[config.mk]
export PLATFORM = sky130hd
export DESIGN_NAME = dsp_result_collector
export DESIGN_NICKNAME = d
export VERILOG_FILES = /design/src/rtl/dsp_result_collector.sv
export SDC_FILE = /design/constraint.sdc
export NUM_CORES = 1
export LEC_CHECK = 0
export CAP_MARGIN = 0
export CORE_UTILIZATION = 45
export CTS_CLUSTER_DIAMETER = 30
export DETAILED_ROUTE_END_ITERATION = 10
export PLACE_DENSITY = 0.67
export SYNTH_ARGS = -nofsm -noshare
export SYNTH_HDL_FRONTEND = slang
export SYNTH_SLANG_ARGS = --single-unit
[constraint.sdc]
create_clock -name clk -period 4.49 [get_ports clk]
set_input_delay 1.1225 -clock clk [delete_from_list [all_inputs] [get_ports clk]]
set_output_delay 1.1225 -clock clk [all_outputs]
set_load 0.005 [all_outputs]
[src/rtl/dsp_result_collector.sv]
// rtl/dsp_result_collector.sv - tracks DSP start pulses through the pipeline latency and queues captured results
// Optional macro: DSP_RESULT_CHECK_EN adds model_out/err_count golden-result comparison.
module dsp_result_collector #(
    parameter int WIDTH            = 16,
    parameter int PIPE_STAGE_WIDTH = 2,
    parameter int BASE_LATENCY     = 1,
    parameter int FIFO_DEPTH       = 4
) (
    input  logic                        clk,
    input  logic                        rst_n,
    input  logic                        clr,
    input  logic                        start,
    input  logic [PIPE_STAGE_WIDTH-1:0] pipe_stages,
    input  logic [2*WIDTH-1:0]          dsp_out,
    output logic [2*WIDTH-1:0]          res_data,
    output logic                        res_valid,
    input  logic                        res_ready,
    output logic                        busy,
    output logic                        overflow,
    output logic [15:0]                 res_count
`ifdef DSP_RESULT_CHECK_EN
    ,
    input  logic [2*WIDTH-1:0]          model_out,
    output logic [15:0]                 err_count
`endif
);

    localparam int TAG_LEN = BASE_LATENCY + 2**PIPE_STAGE_WIDTH - 1;
    localparam int PW      = $clog2(FIFO_DEPTH);
    localparam int CNT_W   = PW + 1;
    localparam int DW      = 2 * WIDTH;

    logic [TAG_LEN-1:0]          tag_q, tag_d;
    logic [PIPE_STAGE_WIDTH-1:0] lat_q, lat_d;
    logic [DW-1:0]               mem_q [FIFO_DEPTH];
    logic [PW-1:0]               wr_ptr_q, rd_ptr_q, rd_ptr_d;
    logic [CNT_W-1:0]            cnt_q;
    logic [DW-1:0]               res_data_q, res_data_d;
    logic                        overflow_q;
    logic [15:0]                 res_count_q;
    logic                        busy_c, cap, full, push, pop, drop;
    int                          tap_idx;

    // Tap position, busy and capture strobe from the current latency setting
    always_comb begin
        tap_idx = BASE_LATENCY - 1 + int'(lat_q);
        busy_c  = 1'b0;
        cap     = 1'b0;
        for (int k = 0; k < TAG_LEN; k++) begin
            if (k <= tap_idx) busy_c = busy_c | tag_q[k];
            if (k == tap_idx) cap = tag_q[k];
        end
    end

    // Tag shift: bits past the tap are dropped so a later latency change never resurrects them
    always_comb begin
        tag_d    = '0;
        tag_d[0] = start;
        for (int k = 1; k < TAG_LEN; k++) begin
            tag_d[k] = (k - 1 < tap_idx) ? tag_q[k-1] : 1'b0;
        end
        if (clr) tag_d = '0;
        // Latency follows pipe_stages while idle, including the first start (bypass)
        lat_d = busy_c ? lat_q : pipe_stages;
    end

    // FIFO control and next head value
    always_comb begin
        full       = (cnt_q == CNT_W'(FIFO_DEPTH));
        pop        = res_valid && res_ready && !clr;
        push       = cap && !clr && (!full || pop);
        drop       = cap && !clr && full && !pop;
        rd_ptr_d   = pop ? rd_ptr_q + PW'(1) : rd_ptr_q;
        res_data_d = (push && (wr_ptr_q == rd_ptr_d)) ? dsp_out : mem_q[rd_ptr_d];
    end

    // Tag pipe and latency register
    always_ff @(posedge clk or negedge rst_n) begin
        if (!rst_n) begin
            tag_q <= '0;
            lat_q <= '0;
        end else begin
            tag_q <= tag_d;
            lat_q <= lat_d;
        end
    end

    // FIFO storage; contents are qualified by the count so no reset is needed
    always_ff @(posedge clk) begin
        if (push) mem_q[wr_ptr_q] <= dsp_out;
    end

    // FIFO pointers, registered head, sticky overflow and accepted-capture counter
    always_ff @(posedge clk or negedge rst_n) begin
        if (!rst_n) begin
            wr_ptr_q    <= '0;
            rd_ptr_q    <= '0;
            cnt_q       <= '0;
            res_data_q  <= '0;
            overflow_q  <= 1'b0;
            res_count_q <= '0;
        end else if (clr) begin
            wr_ptr_q    <= '0;
            rd_ptr_q    <= '0;
            cnt_q       <= '0;
            res_data_q  <= '0;
            overflow_q  <= 1'b0;
        end else begin
            if (push) wr_ptr_q <= wr_ptr_q + PW'(1);
            rd_ptr_q   <= rd_ptr_d;
            res_data_q <= res_data_d;
            case ({push, pop})
                2'b10:   cnt_q <= cnt_q + CNT_W'(1);
                2'b01:   cnt_q <= cnt_q - CNT_W'(1);
                default: cnt_q <= cnt_q;
            endcase
            if (drop) overflow_q <= 1'b1;
            if (push) res_count_q <= res_count_q + 16'd1;
        end
    end

`ifdef DSP_RESULT_CHECK_EN
    logic [15:0] err_count_q;

    // Saturating mismatch counter; dropped captures are still compared
    always_ff @(posedge clk or negedge rst_n) begin
        if (!rst_n) begin
            err_count_q <= '0;
        end else if (cap && !clr && (dsp_out != model_out) && (err_count_q != 16'hFFFF)) begin
            err_count_q <= err_count_q + 16'd1;
        end
    end

    assign err_count = err_count_q;
`endif

    assign res_data  = res_data_q;
    assign res_valid = (cnt_q != '0);
    assign busy      = busy_c;
    assign overflow  = overflow_q;
    assign res_count = res_count_q;

endmodule
==> impl_metrics.prom, run 1 <==
# TYPE chip_impl_metric gauge
chip_impl_info{name="run_status",value="finished, final reports clean"} 1
chip_impl_info{name="synth_largest_area_cell",value="sky130_fd_sc_hd__edfxtp_1"} 1
chip_impl_metric{name="vdd_drop_max",unit="V"} 0.000289
chip_impl_metric{name="synth_cells",unit=""} 694
chip_impl_metric{name="die_x_extent",unit="um"} 144
chip_impl_metric{name="synth_edf_count",unit=""} 128
chip_impl_info{name="worstSetupStartpoint",value="res_ready"} 1
chip_impl_metric{name="nNetsFinal",unit=""} 795
chip_impl_info{name="min_from",value="res_count[15]$_DFFE_PN0P_"} 1
chip_impl_metric{name="syn_area",unit="um2"} 9070
chip_impl_metric{name="post_cts_hold_buffer_count",unit=""} 0
chip_impl_metric{name="clock-skew-final",unit="ns"} 0.0111
chip_impl_metric{name="antenna_found_initial",unit=""} 0
chip_impl_metric{name="setup-violations-final",unit=""} 0
chip_impl_metric{name="gp_congestion",unit=""} 0.781
chip_impl_metric{name="worst-r2r-cell-count",unit=""} 7
chip_impl_metric{name="pin_count_of_the_biggest_net_entering_global_routing",unit=""} 68
chip_impl_metric{name="worstHoldPathCells",unit=""} 1
chip_impl_metric{name="part_of_the_cycle_the_worst_path_needs",unit="%"} 73.9
chip_impl_metric{name="grt_first_pass_wirelength",unit="um"} 34900
chip_impl_metric{name="io_pins",unit=""} 90
chip_impl_metric{name="cts-buffers-inserted",unit=""} 17
chip_impl_metric{name="num_rows",unit=""} 51
chip_impl_metric{name="post_synth_num_cell_types",unit=""} 53
chip_impl_metric{name="initial_core_utilization",unit="%"} 46.3
chip_impl_info{name="crit_path_frequent_cell",value="sky130_fd_sc_hd__buf_4"} 1
chip_impl_metric{name="power.static_leakage",unit="nW"} 3.97
chip_impl_metric{name="clkSinkCount",unit=""} 190
chip_impl_metric{name="grt.overflow.total",unit=""} 0
chip_impl_metric{name="worst_slew_pin_slew",unit="ns"} 0.835
chip_impl_metric{name="critPathRequiredTime",unit="ns"} 4.87
chip_impl_metric{name="setup_ws",unit="ns"} 1.17
chip_impl_metric{name="port_buffers",unit=""} 89
chip_impl_metric{name="share_of_post_route_cells_with_drive_strength_above_1",unit="%"} 17.0
chip_impl_metric{name="diodes",unit=""} 0
chip_impl_metric{name="yosysWarningCount",unit=""} 0
chip_impl_metric{name="worst_path_clk_slew",unit="ns"} 0.07
chip_impl_metric{name="drt_iter0_markers",unit=""} 516
chip_impl_info{name="setup.worst_path.end_class",value="flop"} 1
chip_impl_info{name="synth-main-ff-cell",value="sky130_fd_sc_hd__edfxtp_1"} 1
chip_impl_info{name="cts_tree",value="built"} 1
chip_impl_metric{name="synth_net_count",unit=""} 739
chip_impl_metric{name="antenna_violating_nets_post_route",unit=""} 0
chip_impl_metric{name="cap_violations",unit=""} 0
chip_impl_metric{name="detail_route.drc_violations",unit=""} 0
chip_impl_metric{name="avgViaCountPerCell",unit=""} 6.20
chip_impl_info{name="hold_path.class",value="flop to flop"} 1
chip_impl_metric{name="cts_max_path_buffers",unit=""} 2
chip_impl_metric{name="worstPathMaxFanout",unit=""} 33
chip_impl_metric{name="drv_slew",unit=""} 0
chip_impl_info{name="critical_setup_path_kind",value="input port to flop"} 1
chip_impl_metric{name="fmaxAchievable",unit="GHz"} 0.301
chip_impl_metric{name="h_tree_depth",unit=""} 4
chip_impl_metric{name="timing.critical_path.slowest_cell_delay",unit="ns"} 0.67
chip_impl_info{name="cts_root_buf",value="sky130_fd_sc_hd__clkbuf_16"} 1
chip_impl_info{name="setup_repair_after_global_routing_missed_its_margin",value="no"} 1
chip_impl_metric{name="max_slew_margin",unit="%"} 44.3
chip_impl_metric{name="pwr_density_cell",unit="nW/um2"} 375
chip_impl_metric{name="synthDominantCellAreaShare",unit="%"} 42.4
chip_impl_metric{name="timing.setup.tns",unit="ns"} 0
chip_impl_info{name="critical_path.cell_chain",value="clkdlybuf4s50_1 > nor2b_2 > buf_4 > nand2_1 > buf_4 > a311o_1 > a211oi_1 > mux2_4"} 1
chip_impl_metric{name="core_area",unit="um2"} 19600
chip_impl_metric{name="post-dp-hpwl",unit="um"} 12400
chip_impl_metric{name="cts_resized",unit=""} 0
chip_impl_metric{name="grt_usage",unit="%"} 22.6
chip_impl_metric{name="worstPathArrival",unit="ns"} 3.70
chip_impl_metric{name="ys_seq_elements",unit=""} 190
chip_impl_info{name="synth_top_cells_by_area",value="sky130_fd_sc_hd__edfxtp_1, sky130_fd_sc_hd__dfrtp_1, sky130_fd_sc_hd__mux2_4"} 1
chip_impl_metric{name="synth_seq_area_share",unit="%"} 59.5
chip_impl_metric{name="post-cts-setup-buffer-count",unit=""} 0
chip_impl_metric{name="synth_area_per_cell",unit="um2"} 13.1
chip_impl_metric{name="grt_pass1_vias",unit=""} 6530
chip_impl_info{name="startpoint_type",value="input port"} 1
chip_impl_metric{name="drt_first_pass_iters",unit=""} 5
chip_impl_metric{name="clk_latency",unit="ns"} 0.44
chip_impl_metric{name="num_vias",unit=""} 6369
chip_impl_metric{name="final-hold-violation-count",unit=""} 0
chip_impl_metric{name="routed_wirelength",unit="um"} 22100
chip_impl_metric{name="async_reset_ff_share",unit="%"} 32.6
chip_impl_metric{name="floorplan_die_area",unit="um2"} 20700
chip_impl_metric{name="die-height",unit="um"} 144
chip_impl_metric{name="clock_period_minus_final_worst_setup_slack",unit="ns"} 3.32
chip_impl_info{name="worstReg2RegStart",value="cnt_q[2]$_DFFE_PN0P_"} 1
chip_impl_info{name="cpMaxStageDelayCell",value="sky130_fd_sc_hd__clkdlybuf4s50_1"} 1
chip_impl_metric{name="area_delta_synth_final",unit="%"} 19.3
chip_impl_metric{name="drt-wirelength-per-cell",unit="um"} 21.5
chip_impl_metric{name="dp_worst_setup_slack",unit="ns"} 0.771
## cell families after synthesis
logic type                 Yosys count  synth area share [%]
DFF                                190                  59.5
AOI/OAI and AO/OA                  144                  13.1
muxes                               67                  9.67
buffers and inverters               77                  3.57
adders and majority gates            6                 0.910
xor gates and xnor gates            21                  2.33
and+or+nand+nor                    189                  10.9
## routing by layer
layer  vias up  GRT usage, %  wire [um]
met3        43          3.81       1510
met4         0          11.1        447
met1      3170          28.9       9150
met2       315          37.1      11000
met5         -             0          0
li1       2841             -          -
## stage by stage
step           power [mW]  std cells  hold WS (ns)  util [%]  cell area (um2)
2_1_floorplan        2.24        694         0.468         -             9070
3_3_place_gp         2.45        996         0.465      52.0            10200
3_5_place_dp         2.46        996         0.464      52.0            10200
4_1_cts              4.08       1028         0.477      55.2            10800
5_1_grt              4.19       1028         0.496      55.2            10800
6_report             4.06       1028         0.469      55.2            10800
## flip-flops by register name (all words and copies together) (netlist names)
signal / cells
overflow: 1
mem_q: 128
lat_q: 2
res_data: 32
cnt_q: 3
wr_ptr_q: 2
tag_q: 4
res_count: 16
rd_ptr_q: 2
## cell usage after synthesis, types with 30 or more instances
| master | count |
|---|---|
| sky130_fd_sc_hd__a211oi_1 | 34 |
| sky130_fd_sc_hd__a221oi_1 | 32 |
| sky130_fd_sc_hd__a22o_1 | 31 |
| sky130_fd_sc_hd__clkbuf_1 | 49 |
| sky130_fd_sc_hd__dfrtp_1 | 62 |
| sky130_fd_sc_hd__edfxtp_1 | 128 |
| sky130_fd_sc_hd__mux2_2 | 33 |
| sky130_fd_sc_hd__mux2_4 | 30 |
| sky130_fd_sc_hd__nor2_1 | 43 |
| sky130_fd_sc_hd__nor3_1 | 65 |
| sky130_fd_sc_hd__o221ai_1 | 33 |
| sky130_fd_sc_hd__or3_1 | 34 |
## report_power, final
group | internal, mW | leakage, nW | switching (mW)
logic | 0.221 | 1.68 | 0.233
clock network | 0.964 | 0.314 | 0.668
registers | 1.93 | 1.97 | 0.0490
## path summary, 6_finish.rpt
check	endpoint	slack, ns
setup / recovery	res_data[30]$_DFF_PN0_	1.17
hold reg to reg	res_count[15]$_DFFE_PN0P_	0.47
max in group asynchronous	rd_ptr_q[1]$_DFF_PN0_	2.68
hold / removal	res_count[15]$_DFFE_PN0P_	0.47
min in group asynchronous	res_count[10]$_DFFE_PN0P_	0.71
setup reg to reg	res_data[11]$_DFF_PN0_	1.46
## placed cells by master (no fill, tap or decap), drive strengths merged, types with 2 or more instances in the layout
master and n:
bufinv 4, o221ai 33, o21ai 4, a22o 31
dfrtp 62, and2 4, nor3 66, nand2 15
and3 2, nor4 3, edfxtp 128, and3b 2
ha 5, buf 20, xor2 5, xnor3 2
nand3b 3, a211oi 34, nand3 5, a21oi 2
nor2b 2, clkdlybuf4s50 87, nand4 4, or3 34
inv 10, a31oi 2, clkbuf 19, mux2 65
a221oi 32, clkinv 5, nor2 43, xnor2 14
## layout make-up
cell class / count / area, um2
fill: 1593 / 8770
inverter: 7 / 26.3
clock inverter: 13 / 183
timing repair buffer: 107 / 1050
sequential: 190 / 5400
multi-input combinational: 427 / 3370
tap: 265 / 332
clock buffer: 19 / 453
## worst max-delay path, delay by kind of cell
family                 cells  cell delay [ns]
AO/OA/AOI/OAI              2             0.67
multiplexers               1             0.19
AND/OR/NAND/NOR            2             0.33
buffers and inverters      3             1.37
Note: power is estimated with default switching activity, not from simulation.
==> run 2, diff against run 1 <==
- PLACE_DENSITY: 0.67 -> 0.7
- clock period: 4.49 -> 2.95 ns (I/O delays scaled with it)
==> run 2 against run 1 <==
Effect of this change:
- utilization up 1.2 points
- via count up 2.6%
- power grew 51%
- sequential power grew 52%
- critical path depth fell by 4
- setup slack got worse by 1.0 ns
- final cell count rose by 1.9%
- count of clock-buffer cells in the layout rose by 2
- clock power up 47%
- die area did not move
- clock skew down 0.0017 ns
- final area grew 2.1%
==> impl_metrics.prom, run 2 (synthesized netlist as in run 1, its figures left out) <==
# TYPE chip_impl_metric gauge
chip_impl_metric{name="antenna_violating_nets_post_route",unit=""} 0
chip_impl_metric{name="grt.overflow.total",unit=""} 0
chip_impl_metric{name="critPathRequiredTime",unit="ns"} 2.21
chip_impl_metric{name="num_rows",unit=""} 51
chip_impl_metric{name="io_pins",unit=""} 90
chip_impl_metric{name="avgViaCountPerCell",unit=""} 6.24
chip_impl_metric{name="post-dp-hpwl",unit="um"} 13300
chip_impl_info{name="worstSetupStartpoint",value="cnt_q[2]$_DFFE_PN0P_"} 1
chip_impl_metric{name="share_of_post_route_cells_with_drive_strength_above_1",unit="%"} 18.6
chip_impl_info{name="hold_path.class",value="input port to asynchronous set/reset pin"} 1
chip_impl_metric{name="fillers",unit=""} 1555
chip_impl_metric{name="power.static_leakage",unit="nW"} 4.08
chip_impl_metric{name="drt-wirelength-per-cell",unit="um"} 20.9
chip_impl_info{name="cts_tree",value="built"} 1
chip_impl_metric{name="setup_ws",unit="ns"} 0.151
chip_impl_metric{name="part_of_the_cycle_the_worst_path_needs",unit="%"} 94.9
chip_impl_metric{name="detail_route.drc_violations",unit=""} 0
chip_impl_metric{name="worst_slew_pin_slew",unit="ns"} 0.664
chip_impl_metric{name="grt_usage",unit="%"} 22.1
chip_impl_metric{name="stdcell_count",unit=""} 1048
chip_impl_metric{name="clk_latency",unit="ns"} 0.43
chip_impl_info{name="most-common-layout-cells",value="sky130_fd_sc_hd__edfxtp_1, sky130_fd_sc_hd__clkdlybuf4s50_1, sky130_fd_sc_hd__nor3_1"} 1
chip_impl_metric{name="gp_congestion",unit=""} 0.842
chip_impl_metric{name="routed_wirelength",unit="um"} 21900
chip_impl_metric{name="drt_iter0_markers",unit=""} 503
chip_impl_metric{name="largest_register_ffs",unit=""} 128
chip_impl_metric{name="pin_count_of_the_biggest_net_entering_global_routing",unit=""} 82
chip_impl_info{name="critical_setup_path_kind",value="flop to primary output"} 1
chip_impl_metric{name="post-cts-setup-buffer-count",unit=""} 1
chip_impl_metric{name="grt_first_pass_wirelength",unit="um"} 34700
chip_impl_metric{name="die_x_extent",unit="um"} 144
chip_impl_metric{name="vdd_drop_max",unit="V"} 0.000433
chip_impl_info{name="run_status",value="finished, final reports clean"} 1
chip_impl_metric{name="h_tree_depth",unit=""} 4
chip_impl_info{name="critPathCapture",value="res_valid"} 1
chip_impl_metric{name="cts-buffers-inserted",unit=""} 17
chip_impl_metric{name="worst_path_clk_slew",unit="ns"} 0.07
chip_impl_metric{name="placed_cells",unit=""} 1015
chip_impl_info{name="crit_reg_reg_endpoint",value="cnt_q[1]$_DFFE_PN0P_"} 1
chip_impl_info{name="final_common_cell",value="sky130_fd_sc_hd__edfxtp_1"} 1
chip_impl_metric{name="port_buffers",unit=""} 89
chip_impl_metric{name="dp_worst_setup_slack",unit="ns"} -0.0473
chip_impl_metric{name="floorplan_die_area",unit="um2"} 20700
chip_impl_metric{name="drv_slew",unit=""} 0
chip_impl_metric{name="antenna_found_initial",unit=""} 0
chip_impl_metric{name="area_delta_synth_final",unit="%"} 21.8
chip_impl_metric{name="fmaxAchievable",unit="GHz"} 0.357
chip_impl_info{name="cts_root_buf",value="sky130_fd_sc_hd__clkbuf_16"} 1
chip_impl_info{name="registers.top_by_ff_count",value="mem_q"} 1
chip_impl_metric{name="wl_met2",unit="um"} 11000
chip_impl_metric{name="die-height",unit="um"} 144
chip_impl_info{name="startpoint_type",value="flop"} 1
chip_impl_metric{name="post_cts_hold_buffer_count",unit=""} 0
chip_impl_metric{name="cts_max_path_buffers",unit=""} 2
chip_impl_metric{name="core_area",unit="um2"} 19600
chip_impl_metric{name="routedLengthMet1",unit="um"} 8840
chip_impl_metric{name="num_vias",unit=""} 6536
chip_impl_info{name="setup.worst_path.end_class",value="primary output"} 1
chip_impl_info{name="setup_repair_after_global_routing_missed_its_margin",value="no"} 1
chip_impl_metric{name="grt_pass1_vias",unit=""} 6622
chip_impl_info{name="highest_layer",value="met4"} 1
chip_impl_metric{name="pwr_density_cell",unit="nW/um2"} 554
chip_impl_metric{name="reg2reg_slack",unit="ns"} 0.44
chip_impl_metric{name="initial_core_utilization",unit="%"} 46.3
chip_impl_metric{name="drt_first_pass_iters",unit=""} 5
chip_impl_metric{name="met3RoutedLength",unit="um"} 1520
chip_impl_metric{name="clkSinkCount",unit=""} 190
chip_impl_metric{name="worst-r2r-cell-count",unit=""} 6
chip_impl_info{name="worstReg2RegStart",value="lat_q[1]$_DFFE_PN0N_"} 1
chip_impl_metric{name="max_slew_margin",unit="%"} 55.3
chip_impl_metric{name="worstPathMaxFanout",unit=""} 12
chip_impl_metric{name="cap_violations",unit=""} 0
chip_impl_metric{name="final-hold-violation-count",unit=""} 0
chip_impl_metric{name="setup-violations-final",unit=""} 0
chip_impl_metric{name="clock_period_minus_final_worst_setup_slack",unit="ns"} 2.80
chip_impl_metric{name="cts_resized",unit=""} 0
chip_impl_metric{name="nNetsFinal",unit=""} 815
chip_impl_metric{name="diodes",unit=""} 0
chip_impl_metric{name="worstPathArrival",unit="ns"} 2.06
chip_impl_metric{name="clock-skew-final",unit="ns"} 0.00944
chip_impl_metric{name="hold-worst-slack",unit="ns"} 0.324
[run 2: power breakdown]
| group | switching, mW | internal (mW) |
|---|---|---|
| clock | 0.960 | 1.44 |
| combinational | 0.365 | 0.360 |
| sequential | 0.0673 | 2.93 |
| total | 1.39 | 4.73 |
[run 2: metal layers]
layer	track usage [%]	up-vias
met5	0	-
met4	9.46	0
met2	37.7	331
met3	4.07	58
met1	27.5	3277
li1	-	2870
[run 2: worst min-delay path by stage]
| stage | to | slack (ns) | depth (start not counted) |
|---|---|---|---|
| final | res_count[9]$_DFFE_PN0P_ | 0.32 | 1 |
| after global routing | res_count[9]$_DFFE_PN0P_ | 0.36 | 1 |
| after CTS | wr_ptr_q[1]$_DFFE_PN0P_ | 0.33 | 1 |
| after detailed placement | res_count[15]$_DFFE_PN0P_ | 0.47 | 1 |
| after global placement | res_count[15]$_DFFE_PN0P_ | 0.47 | 1 |
| after floorplan | cnt_q[0]$_DFFE_PN0P_ | 0.44 | 0 |
[run 2: area by class of cell]
class	count	area, um2	share of cell area [%]
Tap cell	265	332	3.00
Multi-Input combinational cell	427	3370	30.6
Inverter	7	26.3	0.238
Sequential cell	190	5400	48.9
Timing Repair Buffer	127	1290	11.7
Clock inverter	11	166	1.51
Clock buffer	21	450	4.08
[run 2: stage by stage]
step	TNS (ns)	total power [mW]	cell area [um2]	util, %
3_5_place_dp	-0.166	3.77	10400	53.2
2_1_floorplan	0	3.42	9070	-
4_1_cts	0	6.16	11000	56.4
6_report	0	6.12	11000	56.4
5_1_grt	0	6.33	11000	56.4
3_3_place_gp	0	3.75	10400	53.2
[run 2: critical path: stages, from the launching register on]
cell and delay [ns]:
sky130_fd_sc_hd__dfrtp_1 0.54, sky130_fd_sc_hd__nor3_4 0.09, sky130_fd_sc_hd__inv_2 0.21, sky130_fd_sc_hd__buf_4 0.26, sky130_fd_sc_hd__clkdlybuf4s50_1 0.53
==> run 3, diff against run 2 <==
- PLACE_DENSITY: 0.7 -> 0.68
- REMOVE_ABC_BUFFERS: not set -> 1
==> run 3 against run 2 <==
Effect of this change:
- combinational power rose by 2%
- clock power fell by 5%
- maximum frequency fell by 1.3%
- clock skew rose by 0.0025 ns
- worst hold slack got worse by 0.032 ns
- wire length rose by 1.8%
- count of clock-buffer cells in the layout fell by 3
- sequential power barely moved
- largest power group unchanged
==> impl_metrics.prom, run 3 (synthesized netlist as in run 1, its figures left out) <==
# TYPE chip_impl_metric gauge
chip_impl_metric{name="io_pins",unit=""} 90
chip_impl_metric{name="clock-skew-final",unit="ns"} 0.0120
chip_impl_metric{name="antenna_violating_nets_post_route",unit=""} 0
chip_impl_metric{name="area_delta_synth_final",unit="%"} 21.7
chip_impl_metric{name="setup-violations-final",unit=""} 0
chip_impl_metric{name="drv_slew",unit=""} 0
chip_impl_metric{name="power.static_leakage",unit="nW"} 4.07
chip_impl_info{name="final_common_cell",value="sky130_fd_sc_hd__edfxtp_1"} 1
chip_impl_metric{name="netSwitchingPower",unit="mW"} 1.40
chip_impl_metric{name="finalCoreUtilization",unit="%"} 56.4
chip_impl_info{name="highest_layer",value="met4"} 1
chip_impl_metric{name="critPathRequiredTime",unit="ns"} 2.21
chip_impl_metric{name="final-hold-violation-count",unit=""} 0
chip_impl_metric{name="drt-wirelength-per-cell",unit="um"} 21.4
chip_impl_metric{name="combinationalPowerShare",unit="%"} 12.3
chip_impl_info{name="startpoint_type",value="flop"} 1
chip_impl_metric{name="clock_period_minus_final_worst_setup_slack",unit="ns"} 2.84
chip_impl_info{name="most-common-layout-cells",value="sky130_fd_sc_hd__edfxtp_1, sky130_fd_sc_hd__clkdlybuf4s50_1, sky130_fd_sc_hd__nor3_1"} 1
chip_impl_metric{name="fmaxAchievable",unit="GHz"} 0.353
chip_impl_metric{name="grt.overflow.total",unit=""} 0
chip_impl_metric{name="final_area",unit="um2"} 11000
chip_impl_metric{name="share_of_post_route_cells_with_drive_strength_above_1",unit="%"} 18.3
chip_impl_info{name="critical_setup_path_kind",value="flop to primary output"} 1
chip_impl_info{name="setup.worst_path.end_class",value="primary output"} 1
chip_impl_metric{name="vdd_drop_max",unit="V"} 0.000430
chip_impl_metric{name="clkSinkCount",unit=""} 190
chip_impl_metric{name="routed_wirelength",unit="um"} 22300
chip_impl_metric{name="stdcell_count",unit=""} 1045
chip_impl_info{name="run_status",value="finished, final reports clean"} 1
chip_impl_metric{name="multi_input_area",unit="um2"} 3370
chip_impl_metric{name="post_cts_hold_buffer_count",unit=""} 0
chip_impl_metric{name="cap_violations",unit=""} 0
chip_impl_metric{name="cts-buffers-inserted",unit=""} 17
chip_impl_metric{name="grt_usage",unit="%"} 22.6
chip_impl_metric{name="clk_latency",unit="ns"} 0.44
chip_impl_metric{name="drt_iter0_markers",unit=""} 612
chip_impl_metric{name="placement_cell_area",unit="um2"} 10500
chip_impl_metric{name="grt_first_pass_wirelength",unit="um"} 35200
chip_impl_info{name="registers.top_by_ff_count",value="mem_q"} 1
chip_impl_metric{name="initial_core_utilization",unit="%"} 46.3
chip_impl_metric{name="avgViaCountPerCell",unit=""} 6.22
chip_impl_metric{name="largest_register_ffs",unit=""} 128
chip_impl_metric{name="routedLengthMet1",unit="um"} 9510
chip_impl_metric{name="grt_pass1_vias",unit=""} 6579
chip_impl_metric{name="dp_worst_setup_slack",unit="ns"} -0.0725
chip_impl_metric{name="post-dp-hpwl",unit="um"} 13200
chip_impl_metric{name="antenna_found_initial",unit=""} 0
chip_impl_metric{name="total_power_draw",unit="mW"} 6.01
chip_impl_metric{name="hold-worst-slack",unit="ns"} 0.293
chip_impl_metric{name="cts_resized",unit=""} 0
chip_impl_metric{name="worstPathArrival",unit="ns"} 2.10
chip_impl_metric{name="part_of_the_cycle_the_worst_path_needs",unit="%"} 96.2
chip_impl_metric{name="timing.setup.tns",unit="ns"} 0
chip_impl_metric{name="worstPathMaxFanout",unit=""} 28
chip_impl_metric{name="fillers",unit=""} 1582
chip_impl_metric{name="clkPwrFrac",unit="%"} 37.9
chip_impl_metric{name="h_tree_depth",unit=""} 4
chip_impl_metric{name="port_buffers",unit=""} 89
chip_impl_metric{name="die-height",unit="um"} 144
chip_impl_metric{name="switching_share",unit="%"} 23.3
chip_impl_metric{name="num_rows",unit=""} 51
chip_impl_metric{name="pwr_density_cell",unit="nW/um2"} 545
chip_impl_metric{name="floorplan_die_area",unit="um2"} 20700
chip_impl_info{name="cts_tree",value="built"} 1
chip_impl_info{name="cts_root_buf",value="sky130_fd_sc_hd__clkbuf_16"} 1
chip_impl_metric{name="num_vias",unit=""} 6500
chip_impl_metric{name="nNetsFinal",unit=""} 813
chip_impl_metric{name="wl_met2",unit="um"} 10800
chip_impl_metric{name="worst_slew_pin_slew",unit="ns"} 0.555
chip_impl_metric{name="placed_cells",unit=""} 1014
chip_impl_metric{name="cts_max_path_buffers",unit=""} 2
chip_impl_metric{name="post-cts-setup-buffer-count",unit=""} 0
chip_impl_metric{name="drt_first_pass_iters",unit=""} 5
chip_impl_metric{name="seq_area",unit="um2"} 5400
chip_impl_metric{name="pin_count_of_the_biggest_net_entering_global_routing",unit=""} 114
chip_impl_metric{name="die_x_extent",unit="um"} 144
chip_impl_metric{name="worst_path_clk_slew",unit="ns"} 0.07
chip_impl_metric{name="power.share.sequential",unit="%"} 49.8
chip_impl_metric{name="diodes",unit=""} 0
chip_impl_metric{name="gp_congestion",unit=""} 0.778
chip_impl_metric{name="intPower",unit="mW"} 4.61
chip_impl_info{name="hold_path.class",value="input port to asynchronous set/reset pin"} 1
chip_impl_metric{name="met3RoutedLength",unit="um"} 1600
chip_impl_info{name="setup_repair_after_global_routing_missed_its_margin",value="no"} 1
chip_impl_metric{name="max_slew_margin",unit="%"} 63.0
chip_impl_metric{name="core_area",unit="um2"} 19600
chip_impl_metric{name="setup_ws",unit="ns"} 0.113
chip_impl_metric{name="detail_route.drc_violations",unit=""} 0
run 3: final timing paths:
path | to | cells past startpoint | startpoint | slack (ns)
hold reg to reg | res_count[15]$_DFFE_PN0P_ | 1 | res_count[15]$_DFFE_PN0P_ | 0.48
max in group asynchronous | res_data[26]$_DFF_PN0_ | 2 | rst_n | 2.00
setup reg to reg | cnt_q[1]$_DFFE_PN0P_ | 6 | lat_q[1]$_DFFE_PN0N_ | 0.28
min in group clk | res_count[15]$_DFFE_PN0P_ | 1 | res_count[15]$_DFFE_PN0P_ | 0.48
setup / recovery | res_valid | 4 | cnt_q[2]$_DFFE_PN0P_ | 0.11
hold / removal | overflow$_DFFE_PN0P_ | 1 | rst_n | 0.29
run 3: per-layer routing:
metal	global-route usage (%)	up-vias
met5	0	-
met2	37.2	341
met4	8.29	0
li1	-	2873
met1	29.7	3230
met3	4.44	56
run 3: final cells by class:
cell class / count / share of cell area, %
Sequential cell: 190 / 48.9
Multi-Input combinational cell: 427 / 30.6
Timing Repair Buffer: 125 / 12.0
Clock buffer: 18 / 3.89
Tap cell: 265 / 3.00
Clock inverter: 13 / 1.33
Inverter: 7 / 0.238
run 3: power by group through the flow:
stage	sequential, mW	clock (mW)	combinational (mW)
2_1_floorplan	3.06	0	0.323
3_3_place_gp	3.05	0	0.709
3_5_place_dp	3.05	0	0.731
4_1_cts	3.00	2.32	0.736
5_1_grt	3.01	2.43	0.795
6_report	3.00	2.28	0.737
run 3: critical path, cell delays in order, from the launching register on:
cell                              delay, ns
sky130_fd_sc_hd__dfrtp_1               0.54
sky130_fd_sc_hd__nor3_4                0.10
sky130_fd_sc_hd__inv_2                 0.07
sky130_fd_sc_hd__buf_4                 0.35
sky130_fd_sc_hd__clkdlybuf4s50_1       0.59
